**src/rtl/seq_mod7_monitor.sv**
```systemverilog
// Receive-side monitor for the mod-7 sequence counter bus (0,1,2,3,8,9,10).
// Decodes sampled codes to an index, infers direction, locks onto legal
// single-step motion and counts illegal codes and jumps (saturating).
module seq_mod7_monitor #(
  parameter int unsigned ERR_W = 8
) (
  input  logic             clk,
  input  logic             reset,
  input  logic             sample_en,
  input  logic [3:0]       seq_in,
  output logic [2:0]       index,
  output logic             idx_valid,
  output logic             dir,
  output logic             locked,
  output logic             wrap,
  output logic             dir_chg,
  output logic             err,
  output logic [ERR_W-1:0] err_count
);

  typedef enum logic [1:0] {StUnlocked, StAcquire, StLocked} state_e;

  state_e           state_q, state_d;
  logic [2:0]       index_q, index_d;
  logic             idx_valid_q, idx_valid_d;
  logic             dir_q, dir_d;
  logic             wrap_q, wrap_d;
  logic             dir_chg_q, dir_chg_d;
  logic             err_q, err_d;
  logic [ERR_W-1:0] err_count_q, err_count_d;

  logic             code_legal;
  logic [2:0]       code_idx;
  logic [2:0]       next_idx, prev_idx, fwd_idx, back_idx;
  logic             crossing;
  logic [ERR_W-1:0] err_count_inc;

  function automatic logic [2:0] step_up(input logic [2:0] i);
    return (i == 3'd6) ? 3'd0 : i + 3'd1;
  endfunction

  function automatic logic [2:0] step_dn(input logic [2:0] i);
    return (i == 3'd0) ? 3'd6 : i - 3'd1;
  endfunction

  // Map the bus code onto its sequence position; anything else is illegal.
  always_comb begin
    code_legal = 1'b1;
    code_idx   = 3'd0;
    case (seq_in)
      4'b0000: code_idx = 3'd0;
      4'b0001: code_idx = 3'd1;
      4'b0010: code_idx = 3'd2;
      4'b0011: code_idx = 3'd3;
      4'b1000: code_idx = 3'd4;
      4'b1001: code_idx = 3'd5;
      4'b1010: code_idx = 3'd6;
      default: code_legal = 1'b0;
    endcase
  end

  // Neighbour positions of the stored index, relative to the current direction.
  always_comb begin
    next_idx      = step_up(index_q);
    prev_idx      = step_dn(index_q);
    fwd_idx       = dir_q ? next_idx : prev_idx;
    back_idx      = dir_q ? prev_idx : next_idx;
    // Only meaningful when code_idx is adjacent to index_q.
    crossing      = ((index_q == 3'd6) && (code_idx == 3'd0)) ||
                    ((index_q == 3'd0) && (code_idx == 3'd6));
    err_count_inc = (&err_count_q) ? err_count_q : err_count_q + ERR_W'(1);
  end

  // Next-state logic; pulses default low so idle cycles clear them.
  always_comb begin
    state_d     = state_q;
    index_d     = index_q;
    idx_valid_d = idx_valid_q;
    dir_d       = dir_q;
    wrap_d      = 1'b0;
    dir_chg_d   = 1'b0;
    err_d       = 1'b0;
    err_count_d = err_count_q;

    if (sample_en) begin
      if (!code_legal) begin
        err_d       = 1'b1;
        err_count_d = err_count_inc;
        state_d     = StUnlocked;
        idx_valid_d = 1'b0;
      end else begin
        case (state_q)
          StUnlocked: begin
            index_d     = code_idx;
            idx_valid_d = 1'b1;
            state_d     = StAcquire;
          end
          StAcquire: begin
            index_d     = code_idx;
            idx_valid_d = 1'b1;
            if (code_idx == next_idx) begin
              dir_d   = 1'b1;
              state_d = StLocked;
            end else if (code_idx == prev_idx) begin
              dir_d   = 1'b0;
              state_d = StLocked;
            end
          end
          StLocked: begin
            if (code_idx == fwd_idx) begin
              index_d = code_idx;
              wrap_d  = crossing;
            end else if (code_idx == back_idx) begin
              index_d   = code_idx;
              dir_d     = ~dir_q;
              dir_chg_d = 1'b1;
              wrap_d    = crossing;
            end else if (code_idx != index_q) begin
              index_d     = code_idx;
              err_d       = 1'b1;
              err_count_d = err_count_inc;
              state_d     = StAcquire;
            end
          end
          default: state_d = StUnlocked;
        endcase
      end
    end
  end

  // State and output registers.
  always_ff @(posedge clk or negedge reset) begin
    if (!reset) begin
      state_q     <= StUnlocked;
      index_q     <= 3'd0;
      idx_valid_q <= 1'b0;
      dir_q       <= 1'b1;
      wrap_q      <= 1'b0;
      dir_chg_q   <= 1'b0;
      err_q       <= 1'b0;
      err_count_q <= '0;
    end else begin
      state_q     <= state_d;
      index_q     <= index_d;
      idx_valid_q <= idx_valid_d;
      dir_q       <= dir_d;
      wrap_q      <= wrap_d;
      dir_chg_q   <= dir_chg_d;
      err_q       <= err_d;
      err_count_q <= err_count_d;
    end
  end

  assign index     = index_q;
  assign idx_valid = idx_valid_q;
  assign dir       = dir_q;
  assign locked    = (state_q == StLocked);
  assign wrap      = wrap_q;
  assign dir_chg   = dir_chg_q;
  assign err       = err_q;
  assign err_count = err_count_q;

endmodule

```
**config.mk**
```make
export PLATFORM = sky130hd
export DESIGN_NAME = seq_mod7_monitor
export DESIGN_NICKNAME = d
export VERILOG_FILES = /design/src/rtl/seq_mod7_monitor.sv
export SDC_FILE = /design/constraint.sdc
export NUM_CORES = 1
export LEC_CHECK = 0
export ABC_CLOCK_PERIOD_IN_PS = 4600
export CORE_ASPECT_RATIO = 1.5
export CORE_MARGIN = 4
export CORE_UTILIZATION = 38
export DETAILED_ROUTE_END_ITERATION = 10
export PLACE_DENSITY_LB_ADDON = 0.2
export SKIP_LAST_GASP = 1
export SLEW_MARGIN = 40
export SYNTH_ARGS = -nofsm -noshare
export SYNTH_HDL_FRONTEND = slang
export SYNTH_SLANG_ARGS = --single-unit
```
**constraint.sdc**
```tcl
create_clock -name clk -period 4.6 [get_ports clk]
set_input_delay 0.69 -clock clk [delete_from_list [all_inputs] [get_ports clk]]
set_output_delay 0.69 -clock clk [all_outputs]
set_load 0.01 [all_outputs]
```
==> metrics.log <==
INFO  metric top_level_ports = 24
INFO  metric startpoint_type_of_the_worst_setup_path = input pin
INFO  metric ctsHoldBuffers = 0
INFO  metric dpl_cell_area = 1754 sq um
INFO  metric smallest_setup_slack_after_layout = 1.495 ns
INFO  metric ys_seq_elements = 18
INFO  metric path_clk_slew = 0.07 ns
INFO  metric core-area = 3750 sq um
INFO  metric route.detailed.vias_per_inst = 5.919
INFO  metric ctsRootBufferMaster = sky130_fd_sc_hd__clkbuf_8
INFO  metric dr.pass1.iters = 4
INFO  metric skew = 0.004696 ns
INFO  metric place.port_buffers = 23
INFO  metric ant_nets = 0
INFO  metric die_width = 59.43 um
INFO  metric period_share = 0.6751
INFO  metric power_density = 456.8 nW/um^2
INFO  metric crit_fanout = 14
INFO  metric final_hold_vios = 0
INFO  metric arrival = 3.25 ns
INFO  metric cts_max_path_buffers = 2
INFO  metric maximum_number_of_pins_on_one_net_before_global_route_repair = 19
INFO  metric synth_cell_types = 58
INFO  metric die_area = 5060 sq um
INFO  metric per_instance_average_area_after_synthesis = 8.715 sq um
INFO  metric postSynth.topFlopCell = sky130_fd_sc_hd__dfrtp_1
INFO  metric fin_area = 1804 sq um
INFO  metric post-cts-setup-buffers = 0
INFO  metric fillers = 372
INFO  metric grt_antenna_before_repair = 0
INFO  metric grt_first_pass_wirelength = 6713 um
INFO  metric mappedNetlistNets = 186
INFO  metric synth_top_area_share = 0.2822
INFO  metric synth.yosys.warnings = 0
INFO  metric initialDrtViolationCount = 45
INFO  metric synthToLayoutAreaGrowth = 19.67%
INFO  metric total_leakage_power = 0.7398 nW
INFO  metric die-height = 85.15 um
INFO  metric place_ws = 1.250 ns
INFO  metric tritoncts = yes
INFO  metric postCtsResizedCells = 0
INFO  metric synthesis.instances = 173
INFO  metric synth-edff-count = 0
INFO  metric peakVddDrop = 289.1 uV
INFO  metric final_core_utilization = 0.4811
INFO  metric numClockSinks = 18
INFO  metric synth-async-reset-ratio = 1.000
INFO  metric timing_worst_setup_path_type = in2reg
INFO  metric result_of_the_run = completed
INFO  metric gpl.final_weighted_congestion = 0.9765
INFO  metric first_global_vias = 1,568
INFO  metric syn_area = 1508 sq um
INFO  metric worst_hold_slack = 0.3493 ns
INFO  metric setup_viol = 0
INFO  metric achievable-frequency = 322.0 MHz
INFO  metric max_slew_margin = 0.5842
INFO  metric drt-wirelength-per-cell = 16.44 um
INFO  metric grt-ovfl-total = 0
INFO  metric max_slew.worst_pin.slew = 0.6199 ns
INFO  metric synth_area_leaders = sky130_fd_sc_hd__dfrtp_1 (28%), sky130_fd_sc_hd__a21oi_1 (6.0%), sky130_fd_sc_hd__ha_1 (5.0%)
INFO  metric rsz0062_at_grt = no
INFO  metric timing.final.max_slew_violations = 0
INFO  metric yosysSeqAreaShare = 0.2996
INFO  metric track_usage = 0.1649
INFO  metric post_route_cells_drive_above_1_share = 0.1088
INFO  metric initial_core_util = 0.4021
INFO  metric vias = 1,397
INFO  metric totalNegativeSetupSlack = 0 ns
INFO  metric cts.htree.levels = 1
INFO  metric drt-total-wl = 3881 um
INFO  metric timing.critical_path.to_type = flop
INFO  metric numCtsBuffers = 3
INFO  metric min_path_type = in2async
INFO  metric synth_largest_area_cell = sky130_fd_sc_hd__dfrtp_1
INFO  metric antennaDiodeCount = 0
INFO  metric fin_nets = 207
INFO  metric dp_hpwl = 3031 um
INFO  metric drcViolationCount = 0
INFO  metric clk-insertion-delay-late = 0.26 ns
INFO  metric maxCapViolations = 0
INFO  metric final.min_clock_period = 3.105 ns
INFO  metric rows = 27
INFO  metric critical_path_required = 4.74 ns
-- cells by family after synthesis --
kind of cell	count (synthesis)	share of synthesized area
flip-flops	18	0.2996
AND/OR/NAND/NOR	69	0.2763
multiplexers	9	0.07137
buffers and inverters	16	0.04979
XOR/XNOR	9	0.05727
AO/OA/AOI/OAI	46	0.1958
adder cells (fa/ha/maj)	6	0.04979
-- final timing paths --
kind                                          start                       end  slack, ns  cells past startpoint
max                                       seq_in[0]  err_count[1]$_DFFE_PN0P_       1.49                      9
min reg2reg                err_count[3]$_DFFE_PN0P_  err_count[3]$_DFFE_PN0P_       0.51                      1
min in group clk           err_count[3]$_DFFE_PN0P_  err_count[3]$_DFFE_PN0P_       0.51                      1
max in group asynchronous                     reset           dir$_DFFE_PN1P_       3.93                      1
min                                           reset    state_q[0]$_DFFE_PN0P_       0.35                      1
max reg2reg                    index[0]$_DFFE_PN0P_  err_count[1]$_DFFE_PN0P_       1.57                      9
-- Yosys cell counts, types with 5 or more instances --
master and count:
sky130_fd_sc_hd__ha_1 6, sky130_fd_sc_hd__and3_1 6, sky130_fd_sc_hd__nor2b_1 5, sky130_fd_sc_hd__nand2b_1 5
sky130_fd_sc_hd__inv_1 8, sky130_fd_sc_hd__a21oi_1 18, sky130_fd_sc_hd__xnor2_1 5, sky130_fd_sc_hd__dfrtp_1 17
sky130_fd_sc_hd__nand2_1 14, sky130_fd_sc_hd__nor2_1 5, sky130_fd_sc_hd__nor3_1 5, sky130_fd_sc_hd__nand3_1 5
-- state kept, by name, indices dropped and copies added (netlist names) --
register	flops
err_count	8
index	3
state_q	2
dir	1
dir_chg	1
err	1
idx_valid	1
wrap	1
-- cell type report --
class,instances,area (sq um),area share
clock buffers,4,55.05,0.03051
inverters,8,30.03,0.01664
multi-input cells,139,980.9,0.5437
flip-flops and latches,18,451.7,0.2503
well taps,43,53.80,0.02982
repair buffers,24,232.7,0.1290
-- metal layers --
| layer | wire, um | vias up | global-route usage | part of all wire |
|---|---|---|---|---|
| li1 | - | 668 | - | - |
| met1 | 1530 | 660 | 0.1809 | 0.39 |
| met2 | 2016 | 51 | 0.2826 | 0.52 |
| met3 | 140 | 18 | 0.01979 | 0.036 |
| met4 | 193 | 0 | 0.1134 | 0.050 |
| met5 | 0 | - | 0 | 0 |
-- where the power goes --
group	switching (mW)	internal, mW
clock	0.0546	0.0761
combinational	0.207	0.213
sequential	0.0675	0.206
-- cells in the final DEF (no fill, tap or decap), drive strengths merged, types with 3 or more instances in the layout --
cell           netlist  layout
nand4                3       3
a21oi               18      18
xor2                 3       3
nand3                6       6
dfrtp               17      17
o21ai                5       5
mux2i                4       4
nor3                 5       5
a31oi                4       4
clkbuf               2       4
nand2               15      15
nand2b               6       6
mux2                 4       4
nor2b                5       5
nor2                 6       6
clkdlybuf4s50        0      22
xnor2                6       6
ha                   6       6
and2                 3       3
and3                 7       7
nor4                 3       3
inv                  8       8
-- worst max-delay path: stages --
cell                              delay, ns
sky130_fd_sc_hd__clkdlybuf4s50_1       0.57
sky130_fd_sc_hd__a31oi_1               0.24
sky130_fd_sc_hd__buf_4                 0.22
sky130_fd_sc_hd__or3_1                 0.13
sky130_fd_sc_hd__o31ai_1               0.07
sky130_fd_sc_hd__o21ai_1               0.35
sky130_fd_sc_hd__nand4_2               0.32
sky130_fd_sc_hd__a21boi_1              0.31
sky130_fd_sc_hd__mux2_1                0.34
-- stage by stage --
stage / cells / power (mW)
global placement: 232 / 0.6850
global route: 236 / 0.8824
CTS: 236 / 0.8282
finish: 236 / 0.8241
floorplan: 173 / 0.5440
detailed placement: 232 / 0.6941
Power figures use the tool's default switching activity.
==> variant 1 (config.mk and constraints unchanged) <==
Reset style: synchronous (`reset`), changed in one clocked block.
--- a/src/rtl/seq_mod7_monitor.sv
+++ b/src/rtl/seq_mod7_monitor.sv
@@ -130,5 +130,5 @@
 
   // State and output registers.
-  always_ff @(posedge clk or negedge reset) begin
+  always_ff @(posedge clk) begin
     if (!reset) begin
       state_q     <= StUnlocked;
Formal check against the unedited RTL: differs if reset is asserted again (counterexample within 4 cycles, from zero or initial values and one cycle with reset low); with reset held inactive, the same outputs for 10 cycles.
==> variant 1 against the original RTL <==
Register-to-register slack lost 170 ps; core utilization is 1.0 points lower; synthesized cell count did not move; non-clock buffer count fell by 1; design area fell by 4.7%; area after synthesis shrank 4.5%; sequential cell count unchanged; wire length shrank 14%; critical path depth did not move; setup slack got worse by 96 ps; hold slack better by 140 ps; highest routed layer unchanged.
Power is not compared: it rests on default switching activity, and its combinational part moved more than twofold at a synthesized area within 25%.
==> variant 1: results (changes against the original RTL) <==
Critical path
  • Worst-path fanout max: 12 (-2)
  • Worst R2R Path Depth: 9 (unchanged)
  • CP arrival: 3370 ps (+120 ps)
  • Reg2reg end: err_count[6]
  • WS Path Type: reg2reg
  • CP max stage delay: 560 ps
  • Reg2reg setup slack: 1400 ps (-170 ps)
  • Worst r2r src: index[0]
  • Delay-heaviest family, CP: simple AND/OR/NAND/NOR gates
  • Critical-path top delay cell: dfxtp_1

Global route
  • First-pass GRT wire length: 5.68 mm (-15%)
  • Largest net degree at the start of global routing: 15 (-4)
  • Met3 usage: 1.71% (-0.27 points)
  • Antenna violations before repair: 0 (unchanged)
  • Grt met1 use: 15.3% (-2.8 points)
  • Number of global-route vias before repair: 1,300 (-17%)
  • Total GRT Usage: 14.4% (-2.1 points)
  • M2 GR Usage: 27.2% (-1.1 points)

Placed design
  • Dpl cell area: 0.00166 mm2 (-5.1%)
  • DP Wirelength: 2.62 mm (-14%)
  • Placer congestion estimate: 0.816 (-16%)
  • Cells after DPL: 228 (-1.7%)

Synthesis
  • Count of different cell masters after synthesis: 56 (-3.4%)
  • Top cells by count, synth: 18 x dfxtp_1, 15 x nand2_1, 10 x nor3_1
  • Post-synth EDFFs: 0 (unchanged)
  • Seq/Total Area, Yosys: 25.0% (-4.9 points)
  • Top post-synthesis cells by area: dfxtp_1 25%, mux2i_1 5.6%, ha_1 5.2%
  • Yosys warns: 0 (unchanged)
  • Top FF cell, synth: dfxtp_1
  • Async set or reset register ratio after synthesis: 0% (-100 points)
  • Synthesized area per cell: 8.32 um2 (-4.5%)

Detailed routing
  • Drt total wl: 3.33 mm (-14%)
  • Initial drt markers: 47 (+4.4%)
  • WL/cell: 14.4 um (-13%)
  • Via density per instance: 5.56 (-6.1%)

Min path
  • Hold crit path type: reg2reg
  • Hold depth: 2
  • HP Start: err_count[5]

Cells and area
  • Util after Layout: 47.1% (-1.0 points)
  • Diodes inserted: 0 (unchanged)
  • Nets: 203 (-1.9%)
  • Layout cells sized above 1: 8.99% (-1.9 points)
  • Fill cells: 368 (-1.1%)
  • Largest register FFs: 8 (unchanged)

Clock network
  • Post-CTS Resized: 0 (unchanged)
  • Root buf cell: clkbuf_8
  • Post-CTS setup buffers: 0 (unchanged)
  • Worst-skew pair later-pin latency: 260 ps (about the same)

STA
  • Slew headroom: 60.7% (+2.3 points)
  • Max Clock Skew: 9.46 ps (+4.77 ps)

Outcome
  • Status: finished, final reports clean

Power
  • Maximum vdd ir drop: 0.000153 V
  • Pleak: 0.590 nW
[variant 1: cell types whose count changed after synthesis, sizes merged, moves of 4 or more]
cell / before / now
dfrtp: 17 / 0
a21oi: 18 / 9
nor2b: 5 / 1
mux2: 4 / 0
dfxtp: 0 / 18
mux2i: 4 / 8
and3: 7 / 2
nor3: 5 / 11
clkbuf: 2 / 6
[variant 1: through the flow]
step           hold slack (ps)  setup slack [ps]
3_5_place_dp               487              1370
3_3_place_gp               474              1480
4_1_cts                    498              1420
2_1_floorplan              494              1690
6_report                   491              1400
5_1_grt                    523              1200
[variant 1: cells by family after synthesis]
family                   count (synthesis)  share of synthesized area, %
XOR/XNOR                                 6                          3.65
flip-flops                              18                          25.0
buffers and inverters                   20                          6.52
multiplexers                            10                          8.69
AO/OA/AOI/OAI                           39                          21.4
AND/OR/NAND/NOR                         74                          29.5
adder cells (fa/ha/maj)                  6                          5.21
[variant 1: area by class of cell]
type	instances	area share [%]
clock buffers	4	3.20
inverters	9	1.97
repair buffers	23	13.4
flip-flops and latches	18	21.0
multi-input cells	135	57.4
well taps	43	3.13
[variant 1: worst reg2reg max path: stages (launching register included)]
cell,delay [ps]
dfxtp_1,560
inv_1,210
ha_1,360
or2_1,290
mux4_2,470
xor2_1,170
o221ai_2,120
a31oi_4,220
or4_1,550
a21oi_1,160
[variant 1: report_power, final]
| group | internal (mW) | switching (mW) |
|---|---|---|
| Sequential | 0.160 | 0.00550 |
| Clock | 0.0761 | 0.0556 |
| Combinational | 0.0332 | 0.0423 |
[variant 1: per-layer routing]
metal / part of all wire, % / vias to the layer above
li1: - / 664
met1: 40 / 599
met2: 56 / 23
met3: 2.6 / 4
met4: 0.96 / 0
met5: 0 / -
==> variant 2 (same flow settings) <==
Made on the original files. The parameter `ERR_W` goes from 8 to 7.
--- a/src/rtl/seq_mod7_monitor.sv
+++ b/src/rtl/seq_mod7_monitor.sv
@@ -3,5 +3,5 @@
 // single-step motion and counts illegal codes and jumps (saturating).
 module seq_mod7_monitor #(
-  parameter int unsigned ERR_W = 8
+  parameter int unsigned ERR_W = 7
 ) (
   input  logic             clk,
Ports: changed (resized err_count); port bits go from 24 to 23. The function was not compared with the original's and may differ.
==> variant 2 against the original RTL <==
Die area fell by 7.2%; synthesized cell count decreased by 10%; hold slack worse by 7.2 ps; critical endpoint unchanged; setup slack better by 97 ps; area after synthesis fell by 8.1%; power down 11%; clock power down 15%; design area down 7.6%; first-iteration DRC count decreased by 40%; non-clock buffer count fell by 2; highest routed layer unchanged; largest power group unchanged; via count is 14% lower; wire length down 18%; clock skew grew 0.65 ps; sequential cell count shrank 1.
==> variant 2: results (changes against the original RTL) <==
Outcome
  • Status: finished, final reports clean

Min path
  • Hold crit path type: in2async

STA
  • Max Clock Skew: 5.34 ps (+0.649 ps)
  • Slew headroom: 56.7% (-1.8 points)
  • Hold Worst Slack: 342 ps (-7.23 ps)

Placed design
  • Cells after DPL: 214 (-7.8%)
  • I/O Buffers: 22 (-4.3%)
  • Placer congestion estimate: 0.830 (-15%)
  • DP Wirelength: 2.45 mm (-19%)

Global route
  • First-pass GRT wire length: 5.31 mm (-21%)
  • Total GRT Usage: 14.5% (-2.0 points)

Critical path
  • Worst-path fanout max: 8 (-6)
  • Reg2reg setup slack: 1650 ps (+80 ps)
  • CP arrival: 3150 ps (-100 ps)

Synthesis
  • Post-Syn Instances: 155 (-10%)
  • Count of different cell masters after synthesis: 50 (-14%)
  • Top post-synthesis cells by area: dfrtp_1 29%, ha_1 5.4%, a21oi_1 4.3%
  • Seq/Total Area, Yosys: 30.8% (+0.85 points)
  • Syn_nets: 168 (-9.7%)
  • Top cells by count, synth: 16 x dfrtp_1, 13 x nand2_1, 13 x nor2_1
  • Yosys warns: 0 (unchanged)

Power
  • Pleak: 0.666 nW (-9.9%)
  • Maximum vdd ir drop: 0.000271 V (-6.4%)
  • Switching Fraction: 40.8% (+0.83 points)

Cells and area
  • Nets: 190 (-8.2%)
  • Largest register FFs: 7 (-1)
  • Layout cells sized above 1: 10.2% (-0.65 points)

Detailed routing
  • WL/cell: 14.6 um (-11%)
  • Vias: 1,198 (-14%)
  • Via density per instance: 5.50 (-7.2%)
  • Initial drt markers: 27 (-40%)

Clock network
  • Post-CTS setup buffers: 0 (unchanged)
  • CTS Buffer Depth: 2 (unchanged)
variant 2: power groups by stage:
stage	registers (mW)	clock network, mW	logic [mW]
after global placement	0.264	0	0.350
after detailed placement	0.264	0	0.355
after CTS	0.264	0.115	0.357
final	0.264	0.112	0.354
after floorplan	0.257	0	0.233
after global routing	0.274	0.123	0.386
variant 2: final timing paths:
kind	startpoint	endpoint	cells past startpoint
max reg2reg	index[0]	err_count[1]	9
min reg2reg	err_count[4]	err_count[4]	1
max	seq_in[3]	err_count[1]	8
min	reset	err_count[1]	1
min in group clk	err_count[4]	err_count[4]	1
max in group asynchronous	reset	dir	1
variant 2: metrics by stage:
step	instance area [um2]	setup slack, ps
2_1_floorplan	1390	1970
3_3_place_gp	1630	1400
3_5_place_dp	1630	1310
4_1_cts	1670	1590
5_1_grt	1670	1390
6_report	1670	1590
variant 2: metal layers:
metal / track usage (%) / vias to the layer above / part of all wire [%]
met3: 2.04 / 4 / 1.9
met4: 6.96 / 0 / 1.4
met1: 16.5 / 574 / 44
met2: 26.4 / 18 / 53
li1: - / 602 / -
met5: 0 / - / 0
variant 2: critical path, cell delays in order:
cell and delay (ps):
clkdlybuf4s50_1 540, and2_1 250, or2_1 320, xnor2_1 200, nor4_4 450, nor3_4 120, a21oi_4 230, mux2_1 340
variant 2: layout make-up:
| cell class | instances | area, um2 |
|---|---|---|
| fill | 350 | 1780 |
| multi-input combinational | 128 | 907 |
| sequential | 17 | 427 |
| timing repair buffer | 22 | 215 |
| tap | 42 | 52.6 |
| clock buffer | 3 | 41.3 |
| inverter | 5 | 18.8 |
| clock inverter | 1 | 5.00 |
variant 2: cell families after synthesis:
group           synth area share (%)
compound gates                  23.3
xor+xnor                        6.96
fa+ha+maj                       5.42
buf+inv                         3.70
flops                           30.8
mux                            0.813
simple gates                    29.0
